`src/rtl/riscv_pkg.sv`:
```
// Shared widths, constants and helpers for the decode-side operand stage.
package riscv_pkg;

    localparam int XLEN    = 32;
    localparam int RADDR_W = 5;
    localparam int CTRL_W  = 16;

    localparam logic [RADDR_W-1:0] REG_ZERO = 5'd0;

    // A producer only bypasses when it writes a real register matching the source.
    function automatic logic fwd_hit(
        input logic               wen,
        input logic [RADDR_W-1:0] prod_rd,
        input logic [RADDR_W-1:0] rs
    );
        return wen && (prod_rd != REG_ZERO) && (prod_rd == rs);
    endfunction

endpackage

```
`src/rtl/operand_fwd_mux.sv`:
```
// Priority bypass select for one source operand: x0, EX, MEM, WB, register file.
module operand_fwd_mux
    import riscv_pkg::*;
(
    input  logic [RADDR_W-1:0] rs,
    input  logic [XLEN-1:0]    rf_rdata,
    input  logic [RADDR_W-1:0] ex_rd,
    input  logic               ex_wen,
    input  logic               ex_is_load,
    input  logic [XLEN-1:0]    ex_result,
    input  logic [RADDR_W-1:0] mem_rd,
    input  logic               mem_wen,
    input  logic [XLEN-1:0]    mem_data,
    input  logic [RADDR_W-1:0] wb_rd,
    input  logic               wb_wen,
    input  logic [XLEN-1:0]    wb_wdata,
    output logic [XLEN-1:0]    val
);

    // Youngest producer wins; a load in EX has no data yet, so it is skipped here.
    always_comb begin
        // NOTE: default first so every path assigns val and no latch is inferred.
        val = rf_rdata;
        if (rs == REG_ZERO) begin
            val = '0;
        end else if (fwd_hit(ex_wen && !ex_is_load, ex_rd, rs)) begin
            val = ex_result;
        end else if (fwd_hit(mem_wen, mem_rd, rs)) begin
            val = mem_data;
        end else if (fwd_hit(wb_wen, wb_rd, rs)) begin
            val = wb_wdata;
        end
    end

endmodule

```
`src/rtl/id_operand_stage.sv`:
```
// Operand stage: register-file addressing, RAW bypass, load-use stall and the
// ID/EX pipeline register with valid/ready handshakes on both sides.
module id_operand_stage
    import riscv_pkg::*;
(
    input  logic               clk,
    input  logic               rst,
    input  logic               flush,
    input  logic               in_valid,
    output logic               in_ready,
    input  logic [RADDR_W-1:0] in_rs1,
    input  logic [RADDR_W-1:0] in_rs2,
    input  logic [RADDR_W-1:0] in_rd,
    input  logic               in_rd_wen,
    input  logic               in_is_load,
    input  logic [XLEN-1:0]    in_pc,
    input  logic [CTRL_W-1:0]  in_ctrl,
    output logic [RADDR_W-1:0] rf_raddr1,
    output logic [RADDR_W-1:0] rf_raddr2,
    input  logic [XLEN-1:0]    rf_rdata1,
    input  logic [XLEN-1:0]    rf_rdata2,
    input  logic [RADDR_W-1:0] ex_rd,
    input  logic               ex_wen,
    input  logic               ex_is_load,
    input  logic [XLEN-1:0]    ex_result,
    input  logic [RADDR_W-1:0] mem_rd,
    input  logic               mem_wen,
    input  logic [XLEN-1:0]    mem_data,
    input  logic [RADDR_W-1:0] wb_rd,
    input  logic               wb_wen,
    input  logic [XLEN-1:0]    wb_wdata,
    output logic               out_valid,
    input  logic               out_ready,
    output logic [XLEN-1:0]    out_rs1_val,
    output logic [XLEN-1:0]    out_rs2_val,
    output logic [RADDR_W-1:0] out_rd,
    output logic               out_rd_wen,
    output logic               out_is_load,
    output logic [XLEN-1:0]    out_pc,
    output logic [CTRL_W-1:0]  out_ctrl,
    output logic [31:0]        stall_cnt
);

    logic [XLEN-1:0] rs1_val;
    logic [XLEN-1:0] rs2_val;
    logic            hazard;
    logic            adv;
    logic            capture;

    assign rf_raddr1 = in_rs1;
    assign rf_raddr2 = in_rs2;

    // Load in EX feeding this instruction: its data only exists from MEM onward.
    assign hazard  = in_valid && ex_wen && ex_is_load && (ex_rd != REG_ZERO)
                     && ((ex_rd == in_rs1) || (ex_rd == in_rs2));
    assign adv     = !out_valid || out_ready;
    assign in_ready = flush || (adv && !hazard);
    assign capture = !flush && adv && in_valid && !hazard;

    operand_fwd_mux u_fwd_rs1 (
        .rs         (in_rs1),
        .rf_rdata   (rf_rdata1),
        .ex_rd      (ex_rd),
        .ex_wen     (ex_wen),
        .ex_is_load (ex_is_load),
        .ex_result  (ex_result),
        .mem_rd     (mem_rd),
        .mem_wen    (mem_wen),
        .mem_data   (mem_data),
        .wb_rd      (wb_rd),
        .wb_wen     (wb_wen),
        .wb_wdata   (wb_wdata),
        .val        (rs1_val)
    );

    operand_fwd_mux u_fwd_rs2 (
        .rs         (in_rs2),
        .rf_rdata   (rf_rdata2),
        .ex_rd      (ex_rd),
        .ex_wen     (ex_wen),
        .ex_is_load (ex_is_load),
        .ex_result  (ex_result),
        .mem_rd     (mem_rd),
        .mem_wen    (mem_wen),
        .mem_data   (mem_data),
        .wb_rd      (wb_rd),
        .wb_wen     (wb_wen),
        .wb_wdata   (wb_wdata),
        .val        (rs2_val)
    );

    // ID/EX register: flush kills, advance loads or bubbles, backpressure holds.
    always_ff @(posedge clk or negedge rst) begin
        if (!rst) begin
            // NOTE: non-blocking assignments keep every register sampling pre-edge values.
            out_valid   <= 1'b0;
            out_rs1_val <= '0;
            out_rs2_val <= '0;
            out_rd      <= '0;
            out_rd_wen  <= 1'b0;
            out_is_load <= 1'b0;
            out_pc      <= '0;
            out_ctrl    <= '0;
        end else if (flush) begin
            out_valid <= 1'b0;
        end else if (adv) begin
            out_valid <= in_valid && !hazard;
            if (capture) begin
                out_rs1_val <= rs1_val;
                out_rs2_val <= rs2_val;
                out_rd      <= in_rd;
                out_rd_wen  <= in_rd_wen;
                out_is_load <= in_is_load;
                out_pc      <= in_pc;
                out_ctrl    <= in_ctrl;
            end
        end
    end

    // Saturating count of cycles spent inserting a load-use bubble.
    always_ff @(posedge clk or negedge rst) begin
        if (!rst) begin
            stall_cnt <= '0;
        end else if (hazard && adv && !flush && (stall_cnt != 32'hFFFF_FFFF)) begin
            stall_cnt <= stall_cnt + 32'd1;
        end
    end

endmodule

```
`config.mk`:
```
export PLATFORM = sky130hd
export DESIGN_NAME = id_operand_stage
export DESIGN_NICKNAME = d
export VERILOG_FILES = /design/src/rtl/riscv_pkg.sv /design/src/rtl/operand_fwd_mux.sv /design/src/rtl/id_operand_stage.sv
export SDC_FILE = /design/constraint.sdc
export NUM_CORES = 1
export LEC_CHECK = 0
export ABC_CLOCK_PERIOD_IN_PS = 3200
export BUFFER_PORTS_ARGS = -buffer_cell sky130_fd_sc_hd__buf_2
export CAP_MARGIN = 0
export CORE_ASPECT_RATIO = 0.7
export CORE_MARGIN = 3
export CORE_UTILIZATION = 40
export DETAILED_ROUTE_END_ITERATION = 6
export PLACE_DENSITY_LB_ADDON = 0.12
export RECOVER_POWER = 100
export SKIP_CTS_REPAIR_TIMING = 1
export SLEW_MARGIN = 40
export SYNTH_ARGS = -nofsm -noshare
export SYNTH_HDL_FRONTEND = slang
export SYNTH_HIERARCHICAL = 1
export SYNTH_SLANG_ARGS = --single-unit
```
`constraint.sdc`:
```
create_clock -name clk -period 3.2 [get_ports clk]
set_clock_uncertainty 0.2 [all_clocks]
set_input_delay 0.64 -clock clk [delete_from_list [all_inputs] [get_ports clk]]
set_output_delay 0.64 -clock clk [all_outputs]
set_load 0.01 [all_outputs]
```
==> impl_metrics.xml <==
<?xml version="1.0" encoding="UTF-8"?>
<metrics>
  <group name="outcome">
    <metric name="status" unit="">finished, violations left</metric>
    <metric name="failed_checks" unit="">max-capacitance violations, max-slew violations</metric>
  </group>
  <group name="synthesis">
    <metric name="dominantRegCellSynth" unit="">dfrtp_1</metric>
    <metric name="yosys-top-cells-area" unit="">dfrtp_1 (40%), mux2_4 (17%), a221o_1 (6.3%), a32o_1 (6.3%), xnor2_1 (4.8%)</metric>
    <metric name="syn-cell-area" unit="um2">9590</metric>
    <metric name="synth_commonest_cells" unit="">dfrtp_1 (152), mux2_4 (110), and3_1 (70), nand2b_1 (62)</metric>
    <metric name="muxShareOfSynthArea" unit="%">18.4</metric>
    <metric name="synth_xor_xnor_area_share" unit="%">6.28</metric>
    <metric name="post-synth-top-count-cell" unit="">dfrtp_1</metric>
    <metric name="synth_cells" unit="">807</metric>
    <metric name="average_footprint_of_a_synthesized_cell" unit="um2">11.9</metric>
    <metric name="flop_and_latch_count_out_of_synthesis" unit="">152</metric>
    <metric name="compound_gate_fraction_of_synth_area" unit="%">15.3</metric>
    <metric name="yosysSeqAreaShare" unit="%">39.7</metric>
    <metric name="asyncSetResetFlopFracSynth" unit="%">100</metric>
    <metric name="post-synth-top-area-fraction" unit="%">39.7</metric>
    <metric name="synth_simple_gate_area_share" unit="%">15.1</metric>
    <metric name="post_synth_edffs" unit="">0</metric>
    <metric name="yosysWarnings" unit="">6</metric>
    <metric name="postSynthNetCount" unit="">1057</metric>
    <metric name="synth_top_cell_by_area" unit="">dfrtp_1</metric>
    <metric name="yosys.area_share.adder" unit="%">0.131</metric>
    <metric name="synth_top_family_by_area" unit="">multiplexers</metric>
    <metric name="library_cells_used_by_synthesis" unit="">45</metric>
  </group>
  <group name="cells_and_area">
    <metric name="fillers" unit="">2251</metric>
    <metric name="drive_gt1_share" unit="%">28.3</metric>
    <metric name="multi_input_area" unit="um2">4990</metric>
    <metric name="layout_net_count" unit="">1443</metric>
    <metric name="final_area" unit="um2">11900</metric>
    <metric name="flow.area_growth_from_synthesis" unit="%">24.5</metric>
    <metric name="final-seq-area" unit="um2">3800</metric>
  </group>
  <group name="drt">
    <metric name="wire_per_inst" unit="um">23.2</metric>
    <metric name="routed_wl" unit="um">35400</metric>
    <metric name="postRouteAntennaNets" unit="">0</metric>
    <metric name="drt_first_iter_violations" unit="">688</metric>
    <metric name="detailroute.via_count" unit="">8535</metric>
    <metric name="detail_route.first_pass.iterations" unit="">5</metric>
    <metric name="routed_via_density" unit="">5.60</metric>
    <metric name="drcViolationCount" unit="">0</metric>
  </group>
  <group name="critical_path">
    <metric name="cp.required" unit="ns">2.36</metric>
    <metric name="cp-startpoint" unit="">ex_rd[1]</metric>
    <metric name="timing.critical_path.to_type" unit="">output pin</metric>
    <metric name="worstPathMaxFanout" unit="">7</metric>
    <metric name="criticalPathCategory" unit="">in2out</metric>
    <metric name="worstPathArrival" unit="ns">2.20</metric>
    <metric name="critical_path.startpoint_type" unit="">input pin</metric>
    <metric name="regToRegStartpoint" unit="">stall_cnt[9]</metric>
  </group>
  <group name="clock_network">
    <metric name="cts_max_level" unit="">4</metric>
    <metric name="tritoncts" unit="">built</metric>
    <metric name="clk_transition_reported_paths" unit="ns">0.07</metric>
    <metric name="cts_buffers" unit="">17</metric>
    <metric name="cts.sinks" unit="">152</metric>
    <metric name="clock_latency_on_the_worst_skew_pair" unit="ns">0.43</metric>
    <metric name="clock-root-buffer" unit="">clkbuf_16</metric>
    <metric name="cts_buffer_depth" unit="">2</metric>
  </group>
  <group name="global_route">
    <metric name="first_global_vias" unit="">8773</metric>
    <metric name="gr-total-overflow" unit="">0</metric>
    <metric name="grt_pass1_wl" unit="um">52700</metric>
    <metric name="grt_start_max_net_pins" unit="">68</metric>
    <metric name="track_usage" unit="%">26.7</metric>
    <metric name="grt_antenna_before_repair" unit="">11</metric>
  </group>
  <group name="die">
    <metric name="floorplan.die_area" unit="um2">25900</metric>
    <metric name="die_w" unit="um">191</metric>
    <metric name="core_region_area" unit="um2">23100</metric>
    <metric name="start_util" unit="%">41.5</metric>
    <metric name="die_height" unit="um">136</metric>
    <metric name="num_ports" unit="">412</metric>
    <metric name="placementRows" unit="">46</metric>
  </group>
  <group name="sta">
    <metric name="setup-violations-final" unit="">0</metric>
    <metric name="max_freq" unit="MHz">329</metric>
    <metric name="fin_worst_hold_slack" unit="ns">0.218</metric>
    <metric name="final_period_minus_worst_setup_slack" unit="ns">3.04</metric>
    <metric name="slew_headroom" unit="%">-18.5</metric>
    <metric name="layout_worst_path_cycle_share" unit="%">94.9</metric>
    <metric name="grt_setup_unrepaired" unit="">no</metric>
    <metric name="final-max-slew-violation-count" unit="">68</metric>
    <metric name="setup_total_negative_slack" unit="ns">0</metric>
    <metric name="timing_hold_violations_final" unit="">0</metric>
    <metric name="tightestPinTransition" unit="ns">1.78</metric>
  </group>
  <group name="placement">
    <metric name="gp_routability_congestion" unit="">0.851</metric>
    <metric name="post-dp-hpwl" unit="um">25200</metric>
    <metric name="post_dp_cell_area" unit="um2">12000</metric>
    <metric name="port-buffer-count" unit="">411</metric>
  </group>
  <group name="job">
    <metric name="drv_cap" unit="">1</metric>
  </group>
  <group name="worst_hold_path">
    <metric name="hold_path_class" unit="">in2reg</metric>
    <metric name="worstHoldStart" unit="">in_ctrl[12]</metric>
  </group>
  <group name="power_and_ir_drop">
    <metric name="irDropWorstVdd" unit="mV">0.370</metric>
    <metric name="power.density" unit="nW/um2">495</metric>
    <metric name="p_leak" unit="nW">5.23</metric>
  </group>
</metrics>
[cell type report]
class                           instances  area share, %
Tap cell                              312           3.27
Timing Repair Buffer                  440           17.6
Sequential cell                       152           31.9
Clock inverter                         15           1.60
Multi-Input combinational cell        579           41.8
Antenna cell                            7          0.147
Inverter                                3         0.0943
Clock buffer                           17           3.56
[final timing paths]
check / end / slack [ns] / cells past startpoint
min in group asynchronous: out_rs2_val[16] / 0.44 / 1
max in group asynchronous: out_rs2_val[0] / 0.65 / 2
worst max-delay path: in_ready / 0.16 / 6
worst min register to register: out_rs1_val[20] / 0.29 / 1
worst max register to register: stall_cnt[5] / 0.49 / 6
worst min-delay path: out_ctrl[12] / 0.22 / 2
[report_power, final]
part	internal [W]	switching (W)
registers	0.00222	0.000164
logic	0.000616	0.000750
clock network	0.00125	0.000906
total	0.00408	0.00182
[cell usage in the layout, fill, tap and decap left out, types with 21 or more instances in the layout]
cell type | Yosys | final
a221o_1 | 60 | 60
a32o_1 | 60 | 60
and3_1 | 70 | 70
buf_2 | 15 | 255
clkbuf_1 | 29 | 162
dfrtp_1 | 152 | 152
mux2_1 | 10 | 106
nand2b_1 | 62 | 62
nand3_1 | 21 | 21
xnor2_1 | 52 | 52
[state kept, by name, indices dropped and copies added (netlist names)]
| signal | count |
|---|---|
| out_ctrl | 16 |
| out_is_load | 1 |
| out_pc | 32 |
| out_rd | 5 |
| out_rd_wen | 1 |
| out_rs1_val | 32 |
| out_rs2_val | 32 |
| out_valid | 1 |
| stall_cnt | 32 |
[through the flow]
stage / utilization [%] / total power [W] / setup WS (ns) / std cells
after floorplan: - / 0.00334 / 0.476 / 807
final: 51.7 / 0.00590 / 0.162 / 1525
after global routing: 51.7 / 0.00619 / 0.0521 / 1523
after CTS: 54.5 / 0.00627 / 0.179 / 1517
after detailed placement: 51.8 / 0.00408 / 0.0905 / 1485
after global placement: 51.8 / 0.00407 / 0.117 / 1485
[kinds of logic (layout without fill, tap and decap cells)]
| group | after synthesis | after routing |
|---|---|---|
| flops | 152 | 152 |
| other cells | 0 | 7 |
| fa+ha+maj | 1 | 1 |
| buf+inv | 76 | 475 |
| xor+xnor | 67 | 67 |
| mux | 120 | 120 |
| compound gates | 148 | 148 |
| simple gates | 243 | 243 |
[critical path, cell delays in order]
cell	delay, ns
buf_2	0.15
or4_1	0.53
o2111ai_1	0.27
nor2_1	0.18
o21bai_1	0.25
buf_2	0.18
[layer usage]
metal	vias up	wire length, um	global-route usage (%)
met2	389	16500	42.5
met5	-	76	0
met4	12	760	8.55
met1	4184	14500	34.2
li1	3885	-	-
met3	65	3540	9.41
No activity file was read; power rests on OpenSTA's default activity.
